## config.mk

```make
export PLATFORM = sky130hd
export DESIGN_NAME = rob_recovery_ctrl
export DESIGN_NICKNAME = d
export VERILOG_FILES = /design/src/rtl/rob_recovery_ctrl.sv
export SDC_FILE = /design/constraint.sdc
export NUM_CORES = 1
export LEC_CHECK = 0
export ABC_CLOCK_PERIOD_IN_PS = 8700
export CORE_ASPECT_RATIO = 0.75
export CORE_UTILIZATION = 57
export DETAILED_ROUTE_END_ITERATION = 12
export PLACE_DENSITY_LB_ADDON = 0.3
export SYNTH_ARGS = -nofsm -noshare
export SYNTH_HDL_FRONTEND = slang
export SYNTH_SLANG_ARGS = --single-unit
```

## constraint.sdc

```tcl
create_clock -name clk -period 8.7 [get_ports clk]
set_input_delay 2.175 -clock clk [delete_from_list [all_inputs] [get_ports clk]]
set_output_delay 2.175 -clock clk [all_outputs]
set_load 0.05 [all_outputs]
```

## src/rtl/rob_recovery_ctrl.sv

```systemverilog
// -----------------------------------------------------------------------------
// rob_recovery_ctrl
//
// Reorder-buffer recovery sequencer. A branch-mispredict redirect triggers
// this sequence:
//   1. A one-cycle front-end flush pulse.
//   2. A fixed ROLLBACK drain window of ROLLBACK_CYCLES cycles.
//   3. A youngest-first WALK over the squashed ROB entries, so rename can
//      undo its mappings.
//   4. A one-cycle tail-restore pulse to the ROB, then a return to IDLE.
//
// An older redirect that arrives during recovery retargets the sequence and
// restarts ROLLBACK. A younger redirect, or one for the same entry, is ignored.
//
// Ports:
//   clk, reset          clock, synchronous active-high reset
//   redirect_valid      mispredict resolved this cycle
//   redirect_rob_idx    ROB index of the mispredicted branch (the branch is kept)
//   rob_head, rob_tail  oldest entry / next free slot of the ROB
//   rob_state           00 idle, 01 rollback, 10 walk
//   flush_valid         one-cycle front-end flush pulse
//   walk_valid/walk_idx squashed entry being undone this cycle
//   tail_restore_valid  one-cycle pulse; the ROB loads tail_restore_idx
//   tail_restore_idx    branch index + 1 (mod ROB_DEPTH)
//
// Optional build macro ROB_RECOVERY_STATS_EN adds two saturating counters:
//   stat_recoveries     accepted redirects
//   stat_walk_cycles    cycles with walk_valid high
// -----------------------------------------------------------------------------
module rob_recovery_ctrl #(
   parameter int ROB_DEPTH       = 32,
   parameter int IDX_W           = $clog2(ROB_DEPTH),
   parameter int ROLLBACK_CYCLES = 2
) (
   input  logic             clk,
   input  logic             reset,
   input  logic             redirect_valid,
   input  logic [IDX_W-1:0] redirect_rob_idx,
   input  logic [IDX_W-1:0] rob_head,
   input  logic [IDX_W-1:0] rob_tail,
   output logic [1:0]       rob_state,
   output logic             flush_valid,
   output logic             walk_valid,
   output logic [IDX_W-1:0] walk_idx,
   output logic             tail_restore_valid,
   output logic [IDX_W-1:0] tail_restore_idx
`ifdef ROB_RECOVERY_STATS_EN
   ,
   output logic [31:0]      stat_recoveries,
   output logic [31:0]      stat_walk_cycles
`endif
);

   localparam int CNT_W = (ROLLBACK_CYCLES > 1) ? $clog2(ROLLBACK_CYCLES) : 1;
   localparam logic [CNT_W-1:0] CNT_INIT = CNT_W'(ROLLBACK_CYCLES - 1);

   typedef enum logic [1:0] {
      ST_IDLE     = 2'b00,
      ST_ROLLBACK = 2'b01,
      ST_WALK     = 2'b10
   } state_t;

   // Distance from the ROB head; a smaller age means an older entry.
   function automatic logic [IDX_W-1:0] age_of(input logic [IDX_W-1:0] idx,
                                               input logic [IDX_W-1:0] head);
      age_of = idx - head;
   endfunction

   state_t           state_q, state_n;
   logic [IDX_W-1:0] target_q, target_n;
   logic [IDX_W-1:0] cursor_q, cursor_n;
   logic [CNT_W-1:0] cnt_q, cnt_n;
   logic             flush_q, flush_n;
   logic             tr_valid_q, tr_valid_n;
   logic [IDX_W-1:0] tr_idx_q, tr_idx_n;
   logic [IDX_W-1:0] tgt_plus1;
   logic [IDX_W-1:0] base_tail;
   logic             older;
   logic             accept;

   always_ff @(posedge clk) begin
      if (reset) begin
         state_q    <= ST_IDLE;
         target_q   <= '0;
         cursor_q   <= '0;
         cnt_q      <= '0;
         flush_q    <= 1'b0;
         tr_valid_q <= 1'b0;
         tr_idx_q   <= '0;
      end else begin
         state_q    <= state_n;
         target_q   <= target_n;
         cursor_q   <= cursor_n;
         cnt_q      <= cnt_n;
         flush_q    <= flush_n;
         tr_valid_q <= tr_valid_n;
         tr_idx_q   <= tr_idx_n;
      end
   end

   // The walk end (old tail) is never stored separately. The cursor starts at
   // end-1, so "entries remain" is simply cursor != target.
   always_comb begin
      state_n    = state_q;
      target_n   = target_q;
      cursor_n   = cursor_q;
      cnt_n      = cnt_q;
      flush_n    = 1'b0;
      tr_valid_n = 1'b0;
      tr_idx_n   = tr_idx_q;
      accept     = 1'b0;
      tgt_plus1  = target_q + 1'b1;
      // A redirect that coincides with the restore pulse must see the restored
      // tail. The ROB has not applied it to rob_tail yet.
      base_tail  = tr_valid_q ? tr_idx_q : rob_tail;
      older      = age_of(redirect_rob_idx, rob_head) < age_of(target_q, rob_head);

      unique case (state_q)
         ST_IDLE: begin
            if (redirect_valid) begin
               accept   = 1'b1;
               target_n = redirect_rob_idx;
               cursor_n = base_tail - 1'b1;
               cnt_n    = CNT_INIT;
               flush_n  = 1'b1;
               state_n  = ST_ROLLBACK;
            end
         end
         ST_ROLLBACK: begin
            if (cnt_q != '0) begin
               cnt_n = cnt_q - 1'b1;
            end else if (cursor_q != target_q) begin
               state_n = ST_WALK;
            end else begin
               state_n    = ST_IDLE;
               tr_valid_n = 1'b1;
               tr_idx_n   = tgt_plus1;
            end
         end
         ST_WALK: begin
            if (cursor_q == tgt_plus1) begin
               state_n    = ST_IDLE;
               tr_valid_n = 1'b1;
               tr_idx_n   = tgt_plus1;
            end else begin
               cursor_n = cursor_q - 1'b1;
            end
         end
         default: state_n = ST_IDLE;
      endcase

      // An older redirect during recovery retargets the sequence. The entry
      // walked this cycle counts as done, so the cursor still steps down,
      // including past the old branch, which is now squashed as well. Any
      // pending restore is cancelled.
      if (state_q != ST_IDLE && redirect_valid && older) begin
         accept     = 1'b1;
         target_n   = redirect_rob_idx;
         cnt_n      = CNT_INIT;
         flush_n    = 1'b1;
         tr_valid_n = 1'b0;
         tr_idx_n   = tr_idx_q;
         state_n    = ST_ROLLBACK;
         if (state_q == ST_WALK) cursor_n = cursor_q - 1'b1;
      end
   end

   assign rob_state          = state_q;
   assign flush_valid        = flush_q;
   assign walk_valid         = (state_q == ST_WALK);
   assign walk_idx           = cursor_q;
   assign tail_restore_valid = tr_valid_q;
   assign tail_restore_idx   = tr_idx_q;

`ifdef ROB_RECOVERY_STATS_EN
   always_ff @(posedge clk) begin
      if (reset) begin
         stat_recoveries  <= '0;
         stat_walk_cycles <= '0;
      end else begin
         if (accept && stat_recoveries != '1) stat_recoveries <= stat_recoveries + 1'b1;
         if (walk_valid && stat_walk_cycles != '1) stat_walk_cycles <= stat_walk_cycles + 1'b1;
      end
   end
`else
   logic unused_accept;
   assign unused_accept = accept;
`endif

endmodule
```

---- Yosys cells after proc, flatten, opt, wreduce, memory -nomap -nowiden ----
Index checks and enable logic that the tools add are counted.
operators by class
  equality and inequality tests ........... 11
  mux-type cells .......................... 30
  magnitude comparators ................... 1
  reduce and logical (&&, ||, !) cells .... 14
  add/subtract/negate cells ............... 6
  bitwise logic cells ..................... 1
operators with widths
  cell                   count
  $mux W5                11
  $pmux W5 S2            2
  $mux W1                10
  $sub A5 B1 Y5 const B  2
  $sub A5 B5 Y5          2
  $mux W2                4
  $reduce_bool A2 Y1     4
  $ne A2 B2 Y1 const B   3
  $ne A3 B3 Y1 const B   2
  $pmux W2 S3            1
  $reduce_and A3 Y1      2
  $add A5 B1 Y5 const B  1
  $eq A5 B5 Y1           1
  $lt A5 B5 Y1           1
  $ne A5 B5 Y1           1
  $reduce_and A5 Y1      1
  $pmux W1 S2            2
  $reduce_and A2 Y1      2
  $ne A3 B1 Y1 const B   1
  $reduce_bool A3 Y1     1
  $eq A2 B1 Y1 const B   1
  $eq A2 B2 Y1 const B   1
  $logic_and A1 B1 Y1    2
  $logic_not A2 Y1       1
  4 further kinds        4
storage, ports and cells
  output and inout bits ................... 15
  register bits after elaboration ......... 20

---- Longest topological paths before layout ----
Gate-level depths: netlist of the first run.
  depth after elaboration ................. 6
  depth in mapped cells ................... 15
  gate-level depth less buffers ........... 14

---- Worst setup path after synthesis of the first run ----
OpenSTA, ideal clock, no wires.
  path kind ............................... input-to-reg
  start point ............................. in redirect_rob_idx[0]
  end point ............................... reg cursor_q[1] (netlist: walk_idx[1])
  stages on the path ...................... 15
  slack ................................... 3.806 ns
  data required time ...................... 8.588 ns
  data arrival time ....................... 4.782 ns
  cells stage by stage .................... inv_1 -> ha_1 -> inv_1 -> fa_1 -> a21o_1 -> a21oi_1 -> xnor2_1 -> ha_1 -> nand2_1 -> nand3b_1 -> a311oi_1 -> clkbuf_1 -> nor3_1 -> o21a_1 -> a2111oi_1
on the way
  cells in the longest elaborated chain, start to end .. 4
RTL lines
  item                    RTL line  text
  start: declaration      38        input logic [IDX_W-1:0] redirect_rob_idx,
  $sub A5 B5 Y5           66        age_of = idx - head;
  $lt A5 B5 Y1            116       older = age_of(redirect_rob_idx, rob_head) < age_of(target_q, rob_head);
  $logic_and A1 B1 Y1     156       if (state_q != ST_IDLE && redirect_valid && older) begin
  $mux W5                 156
  end signal: assignment  93        cursor_q <= cursor_n;
  end: declaration        71        logic [IDX_W-1:0] cursor_q, cursor_n;
Every way passes these cells.
A chain may end at the register's enable or synchronous reset.

---- Worst setup path after layout of the first run ----
  start point ............................. in redirect_rob_idx[0]
  end point ............................... reg target_q[4]
on the way
  cells in the longest elaborated chain, start to end .. 5
  elaborated cells between the ends (all ways) .. 7
  classes of those cells .................. 1 x add/sub; 1 x order compare; 1 x mux; 4 x reduce/logical
RTL lines
  item                          RTL line  text
  $sub A5 B5 Y5 *               66
  $lt A5 B5 Y1 *                116
  $logic_and A1 B1 Y1 *         156
  $reduce_bool A2 Y1 (no line)  n/a
  $reduce_and A2 Y1 (no line)   n/a
  end signal: assignment        92        target_q <= target_n;
  end: declaration              70        logic [IDX_W-1:0] target_q, target_n;
Every way passes the cells marked *; elsewhere a longest branch is shown, timed or not.

==> results of run 1 <==
[registers in the layout, summed over array words and instances, names as in the netlist]
| signal | count |
|---|---|
| cnt_q | 1 |
| tail_restore_valid | 1 |
| flush_valid | 1 |
| tail_restore_idx | 5 |
| rob_state | 2 |
| walk_idx | 5 |
| target_q | 5 |
[stage by stage]
step	cells	hold slack, ns	worst slack (ns)	total power, mW
floorplan	225	0.5415	3.806	0.5366
global placement	284	0.5076	3.202	0.6363
detailed placement	284	0.5133	3.145	0.6459
CTS	288	0.5265	3.394	0.7467
global route	288	0.5582	3.114	0.8130
finish	288	0.5290	3.366	0.7533
[final cells by class]
type                       instances  area [um^2]  share of cell area, %
multi-input combinational        176         1304                  58.87
sequential                        20        400.4                  18.08
timing repair buffer              33        327.8                  14.80
inverter                          17        63.81                  2.881
tap                               38        47.55                  2.147
clock buffer                       3        41.29                  1.864
clock inverter                     1        30.03                  1.356
[final timing paths]
| kind | endpoint | slack (ns) | cells after the start |
|---|---|---|---|
| setup / recovery | target_q[4]$_SDFFE_PP0P_ | 3.37 | 16 |
| hold reg to reg | tail_restore_idx[1]$_SDFFE_PP0P_ | 0.53 | 2 |
| hold / removal | tail_restore_idx[1]$_SDFFE_PP0P_ | 0.53 | 2 |
| setup reg to reg | target_q[4]$_SDFFE_PP0P_ | 5.43 | 15 |
[power by group]
| part | leakage [nW] | internal, mW | switching, mW |
|---|---|---|---|
| registers | 0.164 | 0.120 | 0.0492 |
| clock network | 0.0357 | 0.0615 | 0.0346 |
| logic | 0.667 | 0.198 | 0.290 |
[critical path: cells and delay by family]
family                     cells  cell delay [ns]
buffers and inverters          4             0.82
adders and majority gates      3             0.85
xor gates and xnor gates       1             0.18
and+or+nand+nor                4             0.58
AOI/OAI and AO/OA              3             0.64
muxes                          1             0.23
[cells by family after synthesis]
group,after synthesis,share of synthesized area [%]
and+or+nand+nor,64,18.14
buffers and inverters,29,6.776
muxes,10,5.476
AOI/OAI and AO/OA,57,21.22
DFF,20,21.90
adders and majority gates,20,14.51
xor gates and xnor gates,25,11.98
[cells in the mapped netlist, types with 2 or more instances]
cell      count  area (um^2)
dfxtp_1      20        400.4
nand3_1       5        25.02
xnor2_1      14        122.6
a21o_1        4        30.03
nor2b_1       3        18.77
a211o_1       2        17.52
xor2_1       11        96.34
a21oi_1      17        85.08
a31oi_1       3        18.77
o21ai_0      11        55.05
clkbuf_1      7        26.28
nor2_1       15        56.30
nor3_1       10        50.05
mux2i_1      10        100.1
and2_1        2        12.51
nand2_1      13        48.80
a211oi_1      6        45.04
a311oi_1      2        17.52
nor4b_1       3        26.28
nand2b_1      2        12.51
ha_1         18        225.2
nand3b_1      2        15.01
nor3b_1       2        15.01
fa_1          2        40.04
inv_1        17        63.81
buf_2         3        15.01
[layer usage]
layer	vias up	wire length, um
met1	792	2231
met4	0	21
met3	3	302
met2	80	1950
li1	854	-
met5	-	0
[cells in the final DEF (no fill, tap or decap), types with 2 or more instances in the layout]
| master | count |
|---|---|
| a21oi_1 | 17 |
| and2_1 | 2 |
| fa_1 | 2 |
| nand2_1 | 13 |
| nor3_1 | 10 |
| a21o_1 | 4 |
| nand2b_1 | 2 |
| a211oi_1 | 6 |
| a311oi_1 | 2 |
| ha_1 | 18 |
| xor2_1 | 11 |
| nand3b_1 | 2 |
| nor4b_1 | 3 |
| nand3_1 | 5 |
| dfxtp_1 | 20 |
| a211o_1 | 2 |
| inv_1 | 17 |
| clkbuf_8 | 3 |
| nor2b_1 | 3 |
| nor2_1 | 15 |
| o21ai_0 | 11 |
| a31oi_1 | 3 |
| xnor2_1 | 14 |
| mux2i_1 | 10 |
| nor3b_1 | 2 |
| clkdlybuf4s50_1 | 32 |
==> flow_summary.toml, run 1 <==
[grt]
grt_pass1_wl_mm = 7.783
overflow = 0
antenna_found_initial = 0
grt_pass1_vias = 1665
grt_util_met3_pct = 6.920
met1_usage_pct = 41.66
top_usage_layer = "met2"
track_usage_pct = 30.15
grt.met2_usage_pct = 46.83
grt_start_max_net_pins = 23

[timing]
final.setup.tns_ns = 0
clock_skew_ns = 0.006181
worst_slew_pin_slew_ns = 0.7927
drv_slew = 0
rsz0062_at_grt = "no"
slew_headroom_pct = 46.99
period_share_pct = 61.32
max_freq_ghz = 0.1875
hold_viol = 0
setup_violations = 0
fin_crit_ns = 5.334

[yosys]
synth-main-ff-cell = "dfxtp_1"
synth_edf_count = 0
syn_area_um2 = 1828
syn-num-nets = 263
synth-seq-cells = 20
seq_area_frac_synth_pct = 21.90
syn_avg_cell_area_um2 = 8.124
synth_warnings = 0
async_flop_share_pct = 0
syn-instance-count = 225
ys_types = 47

[critical_path]
critPathLaunch = "redirect_rob_idx[0]"
worstPathArrival_ns = 5.46
max_stage_delay_ns = 0.44
critPathCaptureType = "flip-flop"
slowest_stage = "clkdlybuf4s50_1"
critPathMaxFanout = 11
crit_type = "primary input to flip-flop"
startpoint_type = "primary input"
worstPathCellList = "clkdlybuf4s50_1 > inv_1 > ha_1 > inv_1 > fa_1 > a21o_1 > a21oi_1 > xnor2_1 > ha_1 > nand2_1 > nand3b_1 > a311oi_1 > buf_4 > nand2b_1 > mux2i_1 > nor2_1"
cp.required_ns = 8.82
rr_startpoint = "target_q[0]$_SDFFE_PP0P_"

[detailed_routing]
wl_per_cell_um = 15.65
drt_iter0_markers = 171
vias = 1729
drt-total-wl_mm = 4.506
firstDrtPassIters = 4
vias_per_cell = 6.003
ant_nets = 0
drc_errors = 0

[die]
coreArea_um2 = 2999
rows = 17
initial_utilization_pct = 60.95
die-area_um2 = 3440
chipHeight_um = 51.05
io_pins = 33
die_x_um = 67.39

[outcome]
status = "finished, final reports clean"

[power_and_ir_drop]
ir_worst_vdd_v = 0.0002185
power_leakage_nw = 0.8675
power_per_cell_area_nw_per_um2 = 340.2

[final_layout]
antennaDiodeCount = 0
postLayoutCellArea_um2 = 2215
final_util_pct = 73.84
area_growth_syn_to_layout_pct = 21.15
nNetsFinal = 289
drive_gt1_share_pct = 3.600
num-fill-cells = 230

[run]
cap_violations = 0

[clock_tree]
tritoncts = "done"
clock_path_buffers = 2
cts_resized = 0
htreeDepth = 1
postCtsSetupRepairBufs = 0
ctsHoldBuffers = 0
root_buffer = "clkbuf_8"
clkSlewWorstSetupHoldPaths_ns = 0.08
cts-buffers-inserted = 3
clock-sinks = 20
clk_latency_ns = 0.27

[hold_path]
hold_class = "flip-flop to flip-flop"
min_from = "tail_restore_idx[1]$_SDFFE_PP0P_"

[place]
placed_cell_area_um2 = 2143
gp_congestion = 0.8665
numPortBuffers = 32
hpwlAfterDp_mm = 3.441
Note: power is estimated with default switching activity, not from simulation.
==> run 2, diff against run 1 <==
Settings changed: ABC_CLOCK_PERIOD_IN_PS 8700 to 4900, CORE_UTILIZATION 57 to 48.
Clock period 8.7 ns to 4.9 ns, I/O delays scaled along.
==> run 2 against run 1 <==
Net effect:
- global-route usage decreased by 7.3 points
- combinational power up 76%
- hold slack worse by 0.012 ns
- final cell count up 4.9%
- utilization decreased by 13 points
- power grew 76%
- sequential power rose by 76%
- highest routed layer unchanged
- non-clock buffer count is the same
- sequential cell count stayed put
- design area up 0.79%
- clock power rose by 79%
- clock skew hardly changed
==> flow_summary.toml, run 2 (synthesized netlist as in run 1, its figures left out) <==
[detailed_routing]
firstDrtPassIters = 4
drt-total-wl_mm = 4.282
ant_nets = 0
vias_per_cell = 5.570
drc_errors = 0
drt_iter0_markers = 116
wl_per_cell_um = 14.18
vias = 1682

[timing]
rsz0062_at_grt = "no"
worst_slew_pin_slew_ns = 0.8072
setup_violations = 0
drv_slew = 0
hold_viol = 0
fin_crit_ns = 4.250
max_freq_ghz = 0.2353
period_share_pct = 86.74
final.setup.tns_ns = 0
slew_headroom_pct = 46.02
clock_skew_ns = 0.005693

[grt]
top_usage_layer = "met1"
track_usage_pct = 22.83
grt_util_met3_pct = 4.562
grt_pass1_wl_mm = 7.258
met1_usage_pct = 35.08
grt_pass1_vias = 1524
grt_start_max_net_pins = 23
overflow = 0
grt.met2_usage_pct = 33.07
antenna_found_initial = 0

[clock_tree]
clk_latency_ns = 0.27
root_buffer = "clkbuf_8"
postCtsSetupRepairBufs = 0
clkSlewWorstSetupHoldPaths_ns = 0.08
cts-buffers-inserted = 3
clock-sinks = 20
cts_resized = 0
clock_path_buffers = 2
ctsHoldBuffers = 0
htreeDepth = 1
tritoncts = "done"

[final_layout]
drive_gt1_share_pct = 3.600
area_growth_syn_to_layout_pct = 22.11
final_cell_mix = "clkdlybuf4s50_1 (32), dfxtp_1 (20), ha_1 (18)"
nNetsFinal = 289
final_common_cell = "clkdlybuf4s50_1"
postLayoutCellArea_um2 = 2232
final_util_pct = 60.97
stdcell_count = 302
antennaDiodeCount = 0

[hold_path]
hold_class = "flip-flop to flip-flop"

[die]
rows = 19
coreArea_um2 = 3661
die_x_um = 73.26
io_pins = 33
initial_utilization_pct = 49.93
chipHeight_um = 55.45
die-area_um2 = 4062

[place]
hpwlAfterDp_mm = 3.267
dpl.cell_count = 298
gp_congestion = 0.8739
placed_cell_area_um2 = 2161
numPortBuffers = 32

[critical_path]
critPathCaptureType = "flip-flop"
worstPathCellList = "clkdlybuf4s50_1 > inv_1 > ha_1 > inv_1 > fa_1 > a21o_1 > a21oi_1 > xnor2_1 > ha_1 > nand2_1 > nand3b_1 > a311oi_1 > buf_4 > nand2b_1 > mux2i_1 > nor2_1"
worstPathArrival_ns = 4.38
slowest_stage = "clkdlybuf4s50_1"
crit_type = "primary input to flip-flop"
rrSetupSlack_ns = 1.67
critPathMaxFanout = 11
max_stage_delay_ns = 0.44
startpoint_type = "primary input"
cp.required_ns = 5.03

[power_and_ir_drop]
power_leakage_nw = 0.8675
ir_worst_vdd_v = 0.0003407
power_per_cell_area_nw_per_um2 = 595.3
finalPower_mw = 1.329

[outcome]
status = "finished, final reports clean"

[run]
cap_violations = 0
## run 2: cell counts in the layout (fill, tap and decap cells not counted)
Identical to the previous run, type by type.
## run 2: path summary, 6_finish.rpt
check / start / to / depth (start not counted)
worst max-delay path: redirect_rob_idx[0] / target_q[0]$_SDFFE_PP0P_ / 16
worst min-delay path: tail_restore_idx[1]$_SDFFE_PP0P_ / tail_restore_idx[1]$_SDFFE_PP0P_ / 2
worst max register to register: target_q[0]$_SDFFE_PP0P_ / target_q[0]$_SDFFE_PP0P_ / 15
worst min register to register: tail_restore_idx[1]$_SDFFE_PP0P_ / tail_restore_idx[1]$_SDFFE_PP0P_ / 2
## run 2: area by class of cell
cell class | count | area [um^2]
well taps | 52 | 65.06
multi-input cells | 176 | 1304
repair buffers | 33 | 327.8
inverters | 17 | 63.81
fillers | 353 | 1429
flip-flops and latches | 20 | 400.4
clock buffers | 3 | 41.29
clock inverters | 1 | 30.03
## run 2: layer usage
metal  routed length [um]  up-vias
li1                     -      851
met5                    0        -
met1                 2213      748
met2                 1739       81
met3                  318        2
met4                   10        0
## run 2: power breakdown
part	internal [mW]	switching [mW]	total, mW	leakage, nW
Clock	0.109	0.0627	0.172	0.0357
Sequential	0.214	0.0858	0.300	0.164
Combinational	0.351	0.507	0.857	0.667
Total	0.674	0.655	1.33	0.867
## run 2: through the flow
stage | hold slack [ns] | setup slack (ns)
2_1_floorplan | 0.5415 | 0.9563
3_3_place_gp | 0.5091 | 0.4253
3_5_place_dp | 0.5100 | 0.3185
4_1_cts | 0.5226 | 0.5975
5_1_grt | 0.5368 | 0.3395
6_report | 0.5166 | 0.6496
## run 2: critical path, delay by kind of cell
kind	cells	cell delay, ns
adders and majority gates	3	0.85
buffers and inverters	4	0.80
AOI/OAI and AO/OA	3	0.60
and+or+nand+nor	4	0.54
muxes	1	0.24
xor gates and xnor gates	1	0.11
